--- src/rtl/amber128_pkg.sv ---
// amber128_pkg: shared capability widths and the writeback request type
package amber128_pkg;
    localparam int CAP_REG_AW    = 4;
    localparam int CAP_REG_COUNT = 16;
    localparam int C_XLEN        = 128;
    typedef struct packed {
        logic [CAP_REG_AW-1:0] addr;
        logic [C_XLEN-1:0]     data;
    } cap_wb_req_t;
endpackage

--- src/rtl/amber128_rr_arbiter.sv ---
// amber128_rr_arbiter: round-robin pick starting at i_ptr, one-hot grant and advanced pointer
module amber128_rr_arbiter #(
    parameter int N = 3,
    localparam int PW = (N > 1) ? $clog2(N) : 1
) (
    input  logic [N-1:0]  i_req,
    input  logic [PW-1:0] i_ptr,
    output logic [N-1:0]  o_gnt,
    output logic [PW-1:0] o_nxt_ptr
);
    logic w_found;
    int   w_idx;
    // first requester at or after the pointer wins; pointer moves just past it
    always_comb begin
        o_gnt     = '0;
        o_nxt_ptr = i_ptr;
        w_found   = 1'b0;
        w_idx     = 0;
        for (int i = 0; i < N; i++) begin
            w_idx = (int'(i_ptr) + i) % N;
            if (!w_found && i_req[w_idx]) begin
                w_found      = 1'b1;
                o_gnt[w_idx] = 1'b1;
                o_nxt_ptr    = PW'((w_idx + 1) % N);
            end
        end
    end
endmodule

--- src/rtl/amber128_capfile_wb_arb.sv ---
// amber128_capfile_wb_arb: round-robin writeback arbiter, write stage and busy scoreboard for the capfile
module amber128_capfile_wb_arb
    import amber128_pkg::*;
#(
    parameter int NUM_REQ = 3,
    localparam int PW = $clog2(NUM_REQ)
) (
    input  logic                           clk_i,
    input  logic                           rst_i,
    input  logic [NUM_REQ-1:0]             req_valid_i,
    output logic [NUM_REQ-1:0]             req_ready_o,
    input  logic [NUM_REQ*CAP_REG_AW-1:0]  req_addr_i,
    input  logic [NUM_REQ*C_XLEN-1:0]      req_data_i,
    input  logic                           alloc_valid_i,
    input  logic [CAP_REG_AW-1:0]          alloc_addr_i,
    input  logic                           flush_i,
    output logic [CAP_REG_COUNT-1:0]       busy_o,
    output logic                           cf_we_o,
    output logic [CAP_REG_AW-1:0]          cf_waddr_o,
    output logic [C_XLEN-1:0]              cf_wdata_o,
    output logic                           sb_err_o
);
    logic [PW-1:0]            r_ptr;
    logic [PW-1:0]            w_nxt_ptr;
    logic [NUM_REQ-1:0]       w_gnt;
    logic                     w_any;
    cap_wb_req_t              w_sel;
    logic [CAP_REG_COUNT-1:0] w_set;
    logic [CAP_REG_COUNT-1:0] w_clr;

    amber128_rr_arbiter #(.N(NUM_REQ)) u_arb (
        .i_req     (req_valid_i & ~{NUM_REQ{rst_i}}),
        .i_ptr     (r_ptr),
        .o_gnt     (w_gnt),
        .o_nxt_ptr (w_nxt_ptr)
    );

    assign req_ready_o = w_gnt;
    assign w_any       = |w_gnt;
    assign w_set       = alloc_valid_i ? (CAP_REG_COUNT'(1) << alloc_addr_i) : '0;
    assign w_clr       = cf_we_o ? (CAP_REG_COUNT'(1) << cf_waddr_o) : '0;

    // route the granted requester's address and data into the write stage
    always_comb begin
        w_sel = '0;
        for (int k = 0; k < NUM_REQ; k++) begin
            if (w_gnt[k]) begin
                w_sel.addr = req_addr_i[k*CAP_REG_AW +: CAP_REG_AW];
                w_sel.data = req_data_i[k*C_XLEN +: C_XLEN];
            end
        end
    end

    // write stage and RR pointer; address/data hold when nothing is granted
    always_ff @(posedge clk_i or posedge rst_i) begin
        if (rst_i) begin
            cf_we_o    <= 1'b0;
            cf_waddr_o <= '0;
            cf_wdata_o <= '0;
            r_ptr      <= '0;
        end else begin
            cf_we_o <= w_any;
            r_ptr   <= w_nxt_ptr;
            if (w_any) begin
                cf_waddr_o <= w_sel.addr;
                cf_wdata_o <= w_sel.data;
            end
        end
    end

    // scoreboard: a new allocation beats both flush and the committing write
    always_ff @(posedge clk_i or posedge rst_i) begin
        if (rst_i) begin
            busy_o   <= '0;
            sb_err_o <= 1'b0;
        end else begin
            busy_o <= w_set | (flush_i ? '0 : (busy_o & ~w_clr));
            if (cf_we_o && !busy_o[cf_waddr_o] && !flush_i) sb_err_o <= 1'b1;
        end
    end
endmodule

--- config.mk ---
export PLATFORM = sky130hd
export DESIGN_NAME = amber128_capfile_wb_arb
export DESIGN_NICKNAME = d
export VERILOG_FILES = /design/src/rtl/amber128_pkg.sv /design/src/rtl/amber128_rr_arbiter.sv /design/src/rtl/amber128_capfile_wb_arb.sv
export SDC_FILE = /design/constraint.sdc
export NUM_CORES = 1
export LEC_CHECK = 0
export CAP_MARGIN = 20
export CORE_AREA = 2 2 221 223
export CTS_CLUSTER_DIAMETER = 150
export DETAILED_ROUTE_END_ITERATION = 8
export DIE_AREA = 0 0 223 225
export GPL_ROUTABILITY_DRIVEN = 0
export PLACE_DENSITY = 0.58
export SLEW_MARGIN = 10
export SYNTH_ARGS = -nofsm -noshare
export SYNTH_HDL_FRONTEND = slang
export SYNTH_SLANG_ARGS = --single-unit
--- constraint.sdc ---
create_clock -name clk_i -period 19.1 [get_ports clk_i]
set_input_delay 2.865 -clock clk_i [delete_from_list [all_inputs] [get_ports clk_i]]
set_output_delay 2.865 -clock clk_i [all_outputs]
set_load 0.02 [all_outputs]
# After elaboration in Yosys (flattened, before gate mapping)

Index checks and enable logic that the tools add are counted.

Reductions and logical operators: 13
Muxes and demuxes: 31
Multipliers: 0
Bitwise logic cells: 7
Eq/ne operators: 0
Shift-type cells: 2
Magnitude comparators: 7
$add $sub $neg: 5
Div/mod/pow operators: 6

Operators with widths:

| operator                | count |
|---|---|
| $mux W132               | 3 |
| $mod A32 B3 Y32 const B | 5 |
| $add A32 B2 Y32 const B | 3 |
| $ge A32 B1 Y1 const B   | 3 |
| $lt A32 B4 Y1 const B   | 3 |
| $mux W16                | 3 |
| $mod A3 B3 Y32 const B  | 1 |
| $shl A1 B4 Y16 const A  | 2 |
| $and A16 B16 Y16        | 1 |
| $not A16 Y16            | 1 |
| $or A16 B16 Y16         | 1 |
| $mux W1                 | 12 |
| $mux W3                 | 3 |
| $logic_and A1 B1 Y1     | 7 |
| $bmux W1 S2             | 3 |
| $demux W1 S2            | 3 |
| $mux W2                 | 3 |
| $or A3 B3 Y3            | 2 |
| $lt A4 B5 Y1 const B    | 1 |
| $bmux W1 S4             | 1 |
| $logic_not A1 Y1        | 4 |
| $add A2 B1 Y3 const B   | 1 |
| $add A2 B2 Y3 const B   | 1 |
| $and A3 B3 Y3           | 1 |
| 3 further kinds         | 3 |

ROM bits: 0
Memories kept: 0
Latch bits: 0
Register bits after elaboration: 152
Input bits: 407
Memory bits (writable): 0
Output and inout port bits: 153

# Depth between registers and ports, before layout

Gate-level depths: netlist (run 1).

Word-level depth: 15
Depth in mapped cells: 30
Depth with buffers taken out: 28

# Hierarchy

A second synthesis (run 1) with hierarchy kept.

Cells, all modules: 730
Area, all modules: 7463.4 µm²

Modules (own cells, without submodules):

| module                  | area each (µm²) | times used | cells each |
|---|---|---|---|
| amber128_capfile_wb_arb | 7190.6          | 1          | 696 |
| amber128_rr_arbiter     | 272.8           | 1          | 34 |

# Least setup slack after synthesis (run 1)

OpenSTA, ideal clock, no wires.

Path kind: in2reg
Start point: input rst_i
End point: register r_ptr[1]
Buffers on the path: 2
Path slack: 7.751 ns
Stages on the path: 25
Data arrival time: 11.223 ns
Setup time: 0.126 ns
Cells stage by stage: buf_2 > inv_1 > a311oi_1 > a211o_1 > inv_1 > ha_1 > or4_4 > o31ai_2 > nor2_1 > mux2_2 > ha_1 > clkbuf_1 > nor3_1 > nor2_1 > ha_1 > a31oi_2 > nand2_1 > a21oi_2 > xnor2_1 > ha_1 > o21bai_1 > a221o_1 > o21ba_4 > o22ai_1 > mux2_2

Cells in the longest elaborated chain, start to end: 12
Elaborated cells between the ends (all ways): 20

RTL lines:

| item                                                           | RTL line                      | RTL |
|---|---|---|
| start, declared                                                | amber128_capfile_wb_arb.sv:9  | `input logic rst_i,` |
| $not A3 Y3 (*)                                                 | amber128_capfile_wb_arb.sv:32 | `.i_req (req_valid_i & ~{NUM_REQ{rst_i}}),` |
| $and A3 B3 Y3 (*)                                              | amber128_capfile_wb_arb.sv:32 |  |
| $bmux W1 S2                                                    | amber128_rr_arbiter.sv:21     | `if (!w_found && i_req[w_idx]) begin` |
| $mux W1 (implied by the code) (2 in a row)                     | amber128_rr_arbiter.sv:21     |  |
| $mux W1                                                        | amber128_rr_arbiter.sv:21     |  |
| $logic_not A1 Y1                                               | amber128_rr_arbiter.sv:21     |  |
| $logic_and A1 B1 Y1                                            | amber128_rr_arbiter.sv:21     |  |
| $mux W1                                                        | amber128_rr_arbiter.sv:21     |  |
| $logic_not A1 Y1                                               | amber128_rr_arbiter.sv:21     |  |
| $logic_and A1 B1 Y1                                            | amber128_rr_arbiter.sv:21     |  |
| $reduce_bool A3 Y1 (no line) / $mux W2 (equally long branches) | n/a                           |  |
| end signal, assigned                                           | amber128_capfile_wb_arb.sv:63 | `r_ptr <= w_nxt_ptr;` |
| end, declared                                                  | amber128_capfile_wb_arb.sv:23 | `logic [PW-1:0] r_ptr;` |

Mark *: on every way between the ends. The rest lies on a longest branch, timed or not. The select of a mux whose other input is x is not followed.
A chain may end at the register's enable or synchronous reset.

# Worst setup path after layout (run 1)

Ends and elaborated chain as after synthesis.

==> results of run 1 <==
## registers in the layout, summed over array words and instances, names as in the netlist
name        count
cf_we_o         1
cf_waddr_o      4
busy_o         16
cf_wdata_o    128
sb_err_o        1
r_ptr           2
## metrics by stage
stage | setup slack (ns) | hold WS, ns | cells | cell area [µm²]
final | 9.64 | 0.497 | 2125 | 15500
after global routing | 9.33 | 0.526 | 2125 | 15500
after CTS | 9.84 | 0.498 | 2125 | 15500
after detailed placement | 9.27 | 0.478 | 2094 | 14900
after global placement | 9.59 | 0.468 | 2094 | 14900
after floorplan | 7.75 | 0.559 | 989 | 8750
## kinds of logic (layout without fill, tap and decap cells)
kind of cell               count (synthesis)  in the layout  share of synthesized area, %
AOI/OAI and AO/OA                        346            346                          29.3
xor gates and xnor gates                   7              7                         0.701
adders and majority gates                 17             17                          2.40
buffers and inverters                    101            622                          4.48
DFF                                      152            152                          43.5
muxes                                     18             18                          3.00
and+or+nand+nor                          348            348                          16.6
## power by group through the flow
stage          Combinational (µW)  Sequential, µW  Clock, µW
2_1_floorplan                 944             733          0
3_5_place_dp                 1760             590          0
5_1_grt                      1900             608        372
4_1_cts                      1770             589        362
3_3_place_gp                 1740             588          0
6_report                     1750             588        343
## worst max-delay path: cells and delay by family
family                     cells  cell delay, ns
muxes                          2            0.55
buffers and inverters          2            0.99
adders and majority gates      4            1.12
and+or+nand+nor                7            1.78
xor gates and xnor gates       1            0.11
AOI/OAI and AO/OA              9            2.40
## placed cells by master (no fill, tap or decap), types with 5 or more instances in the layout
cell type / synthesis / final
clkdlybuf4s50_1: 0 / 559
a221o_1: 134 / 134
nand3b_1: 6 / 6
o21ai_0: 152 / 152
clkbuf_16: 0 / 17
dfrtp_1: 152 / 152
nand3_1: 8 / 8
buf_4: 0 / 10
mux4_2: 5 / 5
a21oi_1: 8 / 8
o211ai_1: 11 / 11
inv_1: 21 / 20
xnor2_1: 6 / 6
mux2_2: 8 / 8
and3_1: 6 / 6
ha_1: 16 / 16
inv_6: 0 / 5
nor2_1: 23 / 23
nand2b_1: 5 / 5
nand2_1: 277 / 277
## area by class of cell
cell class                 count  area (µm²)  share of cell area (%)
clock inverter                13         144                   0.928
tap                          615         769                    4.96
inverter                      21        83.8                   0.540
clock buffer                  18         429                    2.77
multi-input combinational    736        4590                    29.6
sequential                   152        3800                    24.5
timing repair buffer         570        5690                    36.7
## per-layer routing
layer / global-route usage (%) / up-vias / wire length, µm
met5: 0 / - / 0
met4: 6.60 / 0 / 1120
met3: 4.89 / 49 / 3170
met2: 25.7 / 461 / 19000
met1: 16.6 / 4654 / 15200
li1: - / 4661 / -
## worst paths after layout
check                                  endpoint  slack, ns  depth (start not counted)
setup / recovery           r_ptr[1]$_DFFE_PP0P_       9.64                         25
hold / removal             sb_err_o$_DFFE_PP0P_       0.50                          1
setup reg to reg           r_ptr[1]$_DFFE_PP0P_      11.63                         26
hold reg to reg            sb_err_o$_DFFE_PP0P_       0.50                          1
max in group asynchronous   busy_o[5]$_DFF_PP0_      14.71                          3
min in group asynchronous  r_ptr[0]$_DFFE_PP0P_       3.16                          2
==> impl_summary.txt, run 1 <==
----------------------------------------------------
[Pwr]
  Fraction of power spent switching nets ... 45.2%
  Combinational fraction of design power ... 65.3%
  Largest voltage drop on the vdd net ... 0.101 mV
  NetSw ... 1210 µW
  Internal power component ... 1470 µW
  Clock network fraction of total power ... 12.8%
  Cell leakage power ... 0.00593 µW
  Power share of the sequential group ... 21.9%
  Areal power density over the cells ... 173 mW/mm²
  Overall Power ... 2680 µW

[Yosys]
  Post-synthesis sequential area ratio ... 43.5%
  EDFF count, synth ... 0
  Cell Area, Synth ... 0.00875 mm²
  Leading post-synthesis cells by instance count ... nand2_1 (277), dfrtp_1 (152), o21ai_0 (152)
  Asr flop ratio synth ... 100%
  Count of mapped cells out of synthesis ... 989
  Area share of the largest cell type after synthesis ... 43.5%
  Cell with the most instances after synthesis ... nand2_1
  Cell type with the largest total area after synthesis ... dfrtp_1
  Mean Syn Cell Area ... 8.84 µm²
  Nets in the synthesized netlist ... 1412
  Number of register bits inferred by synthesis ... 152
  Number of unique standard cell types used by synthesis ... 59
  Synth warnings ... 0
  Ys flop type ... dfrtp_1
  Cells taking the most area after synthesis ... dfrtp_1 (43%), a221o_1 (15%), nand2_1 (12%)

[Worst setup path]
  CP required ... 19.46 ns
  Kind of critical path ... primary input to flop
  Slowest Stage Delay on Critical Path ... 0.86 ns
  Startpoint Class ... primary input
  Endpoint type of the worst setup path ... flop
  Crit path launch ... rst_i
  Maximum net fanout on the critical path ... 13
  Cell repeated most along the worst path ... ha_1
  Cell with the largest stage delay on the worst path ... clkdlybuf4s50_1
  Reg-to-Reg Start ... r_ptr[0]$_DFFE_PP0P_
  Critical path data arrival time ... 9.82 ns

[Layout]
  Fraction of final layout cells with drive strength greater than 1 ... 4.90%
  Synthesis-to-layout area growth ... 77.4%
  End-of-flow core utilization ... 32.6%
  # fillers ... 5001
  Antenna diode instance count ... 0
  Nets@finish ... 1921

[Floorplanning]
  Die Height ... 225 µm
  Width of the die ... 223 µm
  Area of the die ... 0.0502 mm²
  Row count ... 80
  I/O pin cnt ... 560
  Effective utilization at floorplan ... 18.4%
  Area of the placeable core ... 0.0475 mm²

[Route]
  Via count normalized by instance count ... 4.62
  Post-route DRC ... 0
  Drt first-iter violations ... 449
  Remaining antenna violation count after routing ... 0
  Total iterations of the first detailed-routing run ... 5
  Vias ... 9825
  Wirelength, routed ... 38500 µm
  Routed WL per cell ... 18.1 µm

[Clocking]
  Clock tree from TritonCTS ... built
  Number of buffers created by CTS ... 17
  Longest Clk Path Bufs ... 2
  Post-CTS Setup Bufs ... 0
  H-tree levels ... 4
  Post-CTS sizing ... 0
  Clock-pin slew on the worst setup and hold paths ... 0.07 ns
  Clock Tree Root ... clkbuf_16
  Insertion delay to the later sink of the worst-skew pair ... 0.48 ns
  Post-CTS Hold Buffers ... 0
  Total number of clock tree sinks ... 152

[Timing]
  # setup viols final ... 0
  TNS Setup ... 0 ns
  Final Hold Violating Endpoints ... 0
  Final cycle utilization of the critical path ... 49.5%
  Post-layout minimum cycle time ... 9.46 ns
  Worst Skew ... 0.0126 ns
  Actual slew at the worst max-slew pin ... 0.947 ns
  Number of pins with negative max-slew slack in the final report ... 0
  Relative slew slack ... 36.9%
  Setup repair after global routing missed its margin ... no
  Peak Freq ... 0.106 GHz

[GRT]
  Global-route wire length before repair ... 56900 µm
  Number of antenna violations at the first check in global routing ... 0
  Gr usage total ... 14.8%
  GR Overflow Total ... 0
  Maximum number of pins on one net before global-route repair ... 174
  Vias in the first global route ... 9823

[Flow run]
  Max Cap Violations ... 0

[Worst hold path]
  Kind of path behind the tightest hold check ... flop to flop
  Source of the worst hold timing path ... sb_err_o$_DFFE_PP0P_

[Run status]
  Result of the run ... finished clean

[Place]
  Number of buffers inserted by port buffering ... 559
  Post-DP HPWL ... 29200 µm

----------------------------------------------------
No activity file was read; power rests on OpenSTA's default activity.
==> run 2: changes to the inputs <==
--- a/config.mk
+++ b/config.mk
@@ -6,12 +6,12 @@
 export NUM_CORES = 1
 export LEC_CHECK = 0
 export CAP_MARGIN = 20
-export CORE_AREA = 2 2 221 223
+export CORE_AREA = 2 2 219 221
 export CTS_CLUSTER_DIAMETER = 150
 export DETAILED_ROUTE_END_ITERATION = 8
-export DIE_AREA = 0 0 223 225
+export DIE_AREA = 0 0 221 223
 export GPL_ROUTABILITY_DRIVEN = 0
-export PLACE_DENSITY = 0.58
+export PLACE_DENSITY = 0.6
 export SLEW_MARGIN = 10
 export SYNTH_ARGS = -nofsm -noshare
 export SYNTH_HDL_FRONTEND = slang
==> constraint.sdc (replaced) <==
create_clock -name clk_i -period 8.4 [get_ports clk_i]
set_input_delay 1.26 -clock clk_i [delete_from_list [all_inputs] [get_ports clk_i]]
set_output_delay 1.26 -clock clk_i [all_outputs]
set_load 0.02 [all_outputs]
==> impl_summary.txt, run 2 (synthesis results as in run 1) <==
----------------------------------------------------
[Run status]
  Result of the run ... finished clean

[GRT]
  Vias in the first global route ... 9702
  Number of antenna violations at the first check in global routing ... 2
  Maximum number of pins on one net before global-route repair ... 185
  GR Overflow Total ... 0
  Global-route wire length before repair ... 58200 µm
  Gr usage total ... 15.4%

[Clocking]
  H-tree levels ... 4
  Clock-pin slew on the worst setup and hold paths ... 0.07 ns
  Number of buffers created by CTS ... 17
  Insertion delay to the later sink of the worst-skew pair ... 0.47 ns
  Longest Clk Path Bufs ... 2
  Clock Tree Root ... clkbuf_16
  Clock tree from TritonCTS ... built
  Post-CTS sizing ... 0
  Post-CTS Setup Bufs ... 0
  Total number of clock tree sinks ... 152
  Post-CTS Hold Buffers ... 0

[Pwr]
  Overall Power ... 6110 µW
  Cell leakage power ... 0.00592 µW
  Areal power density over the cells ... 393 mW/mm²
  Largest voltage drop on the vdd net ... 0.328 mV

[Route]
  Via count normalized by instance count ... 4.66
  Post-route DRC ... 0
  Total iterations of the first detailed-routing run ... 7
  Wirelength, routed ... 39300 µm
  Drt first-iter violations ... 706
  Vias ... 9905
  Routed WL per cell ... 18.5 µm
  Remaining antenna violation count after routing ... 0

[Worst setup path]
  Critical path data arrival time ... 7.54 ns
  Slowest Stage Delay on Critical Path ... 0.84 ns
  Cell with the largest stage delay on the worst path ... clkdlybuf4s50_1
  Worst setup slack for register-to-register paths ... 1.58 ns
  Endpoint type of the worst setup path ... flop
  CP required ... 8.75 ns
  Critical R2R Capture ... r_ptr[1]$_DFFE_PP0P_
  Cell count of the worst reg-to-reg path ... 25
  Kind of critical path ... primary input to flop
  Maximum net fanout on the critical path ... 13
  Reg-to-Reg Start ... r_ptr[0]$_DFFE_PP0P_
  Critical Path End ... r_ptr[1]$_DFFE_PP0P_
  Ordered cell list for the critical path ... clkdlybuf4s50_1, and4bb_1, a21oi_1, and3_1, a211o_1, inv_2, ha_4, and3_1, or4_4, o31ai_4, nor2_1, mux2_2, ha_2, or4_4, a31oi_2, nand2_1, a21oi_2, xnor2_1, ha_1, o21bai_1, a221o_1, o21ba_4, o22ai_1, mux2_2
  Startpoint Class ... primary input
  Crit path launch ... rst_i

[Place]
  Number of buffers inserted by port buffering ... 559
  Post-DP HPWL ... 28900 µm
  Total instance count after detailed placement ... 2092

[Floorplanning]
  Row count ... 80
  Width of the die ... 221 µm
  Effective utilization at floorplan ... 18.6%
  Area of the die ... 0.0493 mm²
  Die Height ... 223 µm
  Area of the placeable core ... 0.0471 mm²
  I/O pin cnt ... 560

[Timing]
  Post-layout minimum cycle time ... 7.19 ns
  Relative slew slack ... 28.1%
  # setup viols final ... 0
  Final Hold Violating Endpoints ... 0
  Worst Skew ... 0.0149 ns
  TNS Setup ... 0 ns
  Peak Freq ... 0.139 GHz
  Setup repair after global routing missed its margin ... no
  Final cycle utilization of the critical path ... 85.6%
  Number of pins with negative max-slew slack in the final report ... 0
  Worst Hold Slack ... 0.489 ns
  Actual slew at the worst max-slew pin ... 1.08 ns

[Layout]
  End-of-flow core utilization ... 33.0%
  Commonest non-fill, non-tap cells in the layout ... clkdlybuf4s50_1 (559), nand2_1 (277), o21ai_0 (152), dfrtp_1 (152), a221o_1 (134)
  Number of flip-flops in the largest register ... 128
  Largest regs ... cf_wdata_o x128, busy_o x16, cf_waddr_o x4
  Commonest non-fill, non-tap cell in the layout ... clkdlybuf4s50_1
  Antenna diode instance count ... 0
  Fraction of final layout cells with drive strength greater than 1 ... 5.10%
  Top reg by flops ... cf_wdata_o
  Synthesis-to-layout area growth ... 77.7%
  Final Non-Filler Cells ... 2124
  # fillers ... 4916
  Nets@finish ... 1919

[Worst hold path]
  Kind of path behind the tightest hold check ... flop to flop

[Flow run]
  Max Cap Violations ... 0

----------------------------------------------------
[run 2: metal layers]
layer | up-vias | track usage, % | wire length, µm
met3 | 53 | 5.07 | 3010
met2 | 487 | 25.5 | 19100
met1 | 4694 | 18.6 | 16100
met5 | - | 0 | 9
li1 | 4669 | - | -
met4 | 2 | 5.76 | 1040
[run 2: final cells by class]
type / count / area, µm² / share of cell area, %
timing repair buffer: 568 / 5690 / 36.6
multi-input combinational: 736 / 4620 / 29.7
sequential: 152 / 3800 / 24.5
tap: 615 / 769 / 4.95
clock buffer: 21 / 460 / 2.96
clock inverter: 11 / 115 / 0.741
inverter: 21 / 82.6 / 0.531
[run 2: worst min-delay path by stage]
stage / start / endpoint / slack [ns] / cells past startpoint
finish: sb_err_o$_DFFE_PP0P_ / sb_err_o$_DFFE_PP0P_ / 0.49 / 1
global route: sb_err_o$_DFFE_PP0P_ / sb_err_o$_DFFE_PP0P_ / 0.52 / 1
global placement: sb_err_o$_DFFE_PP0P_ / sb_err_o$_DFFE_PP0P_ / 0.48 / 1
CTS: sb_err_o$_DFFE_PP0P_ / sb_err_o$_DFFE_PP0P_ / 0.49 / 1
floorplan: r_ptr[0]$_DFFE_PP0P_ / r_ptr[0]$_DFFE_PP0P_ / 0.56 / 2
detailed placement: sb_err_o$_DFFE_PP0P_ / sb_err_o$_DFFE_PP0P_ / 0.47 / 1
[run 2: power by group]
part	total, µW	switching, µW	internal [µW]	leakage, µW
Clock	778	350	428	0.000280
Combinational	4000	2180	1820	0.00374
Sequential	1330	239	1100	0.00189
Total	6110	2770	3340	0.00592
[run 2: critical path, delay by kind of cell]
family	cells	cell delay, ns
buffers and inverters	2	0.94
adder cells (fa/ha/maj)	3	0.60
AO/OA/AOI/OAI	9	2.12
XOR/XNOR	1	0.11
multiplexers	2	0.54
AND/OR/NAND/NOR	7	1.98
[run 2: per-stage QoR]
stage               setup WS (ns)  instance area [µm²]
floorplan                 0.00950                 8800
global placement            0.884                15000
detailed placement          0.764                15000
CTS                          1.30                15500
global route                0.947                15500
finish                       1.21                15500
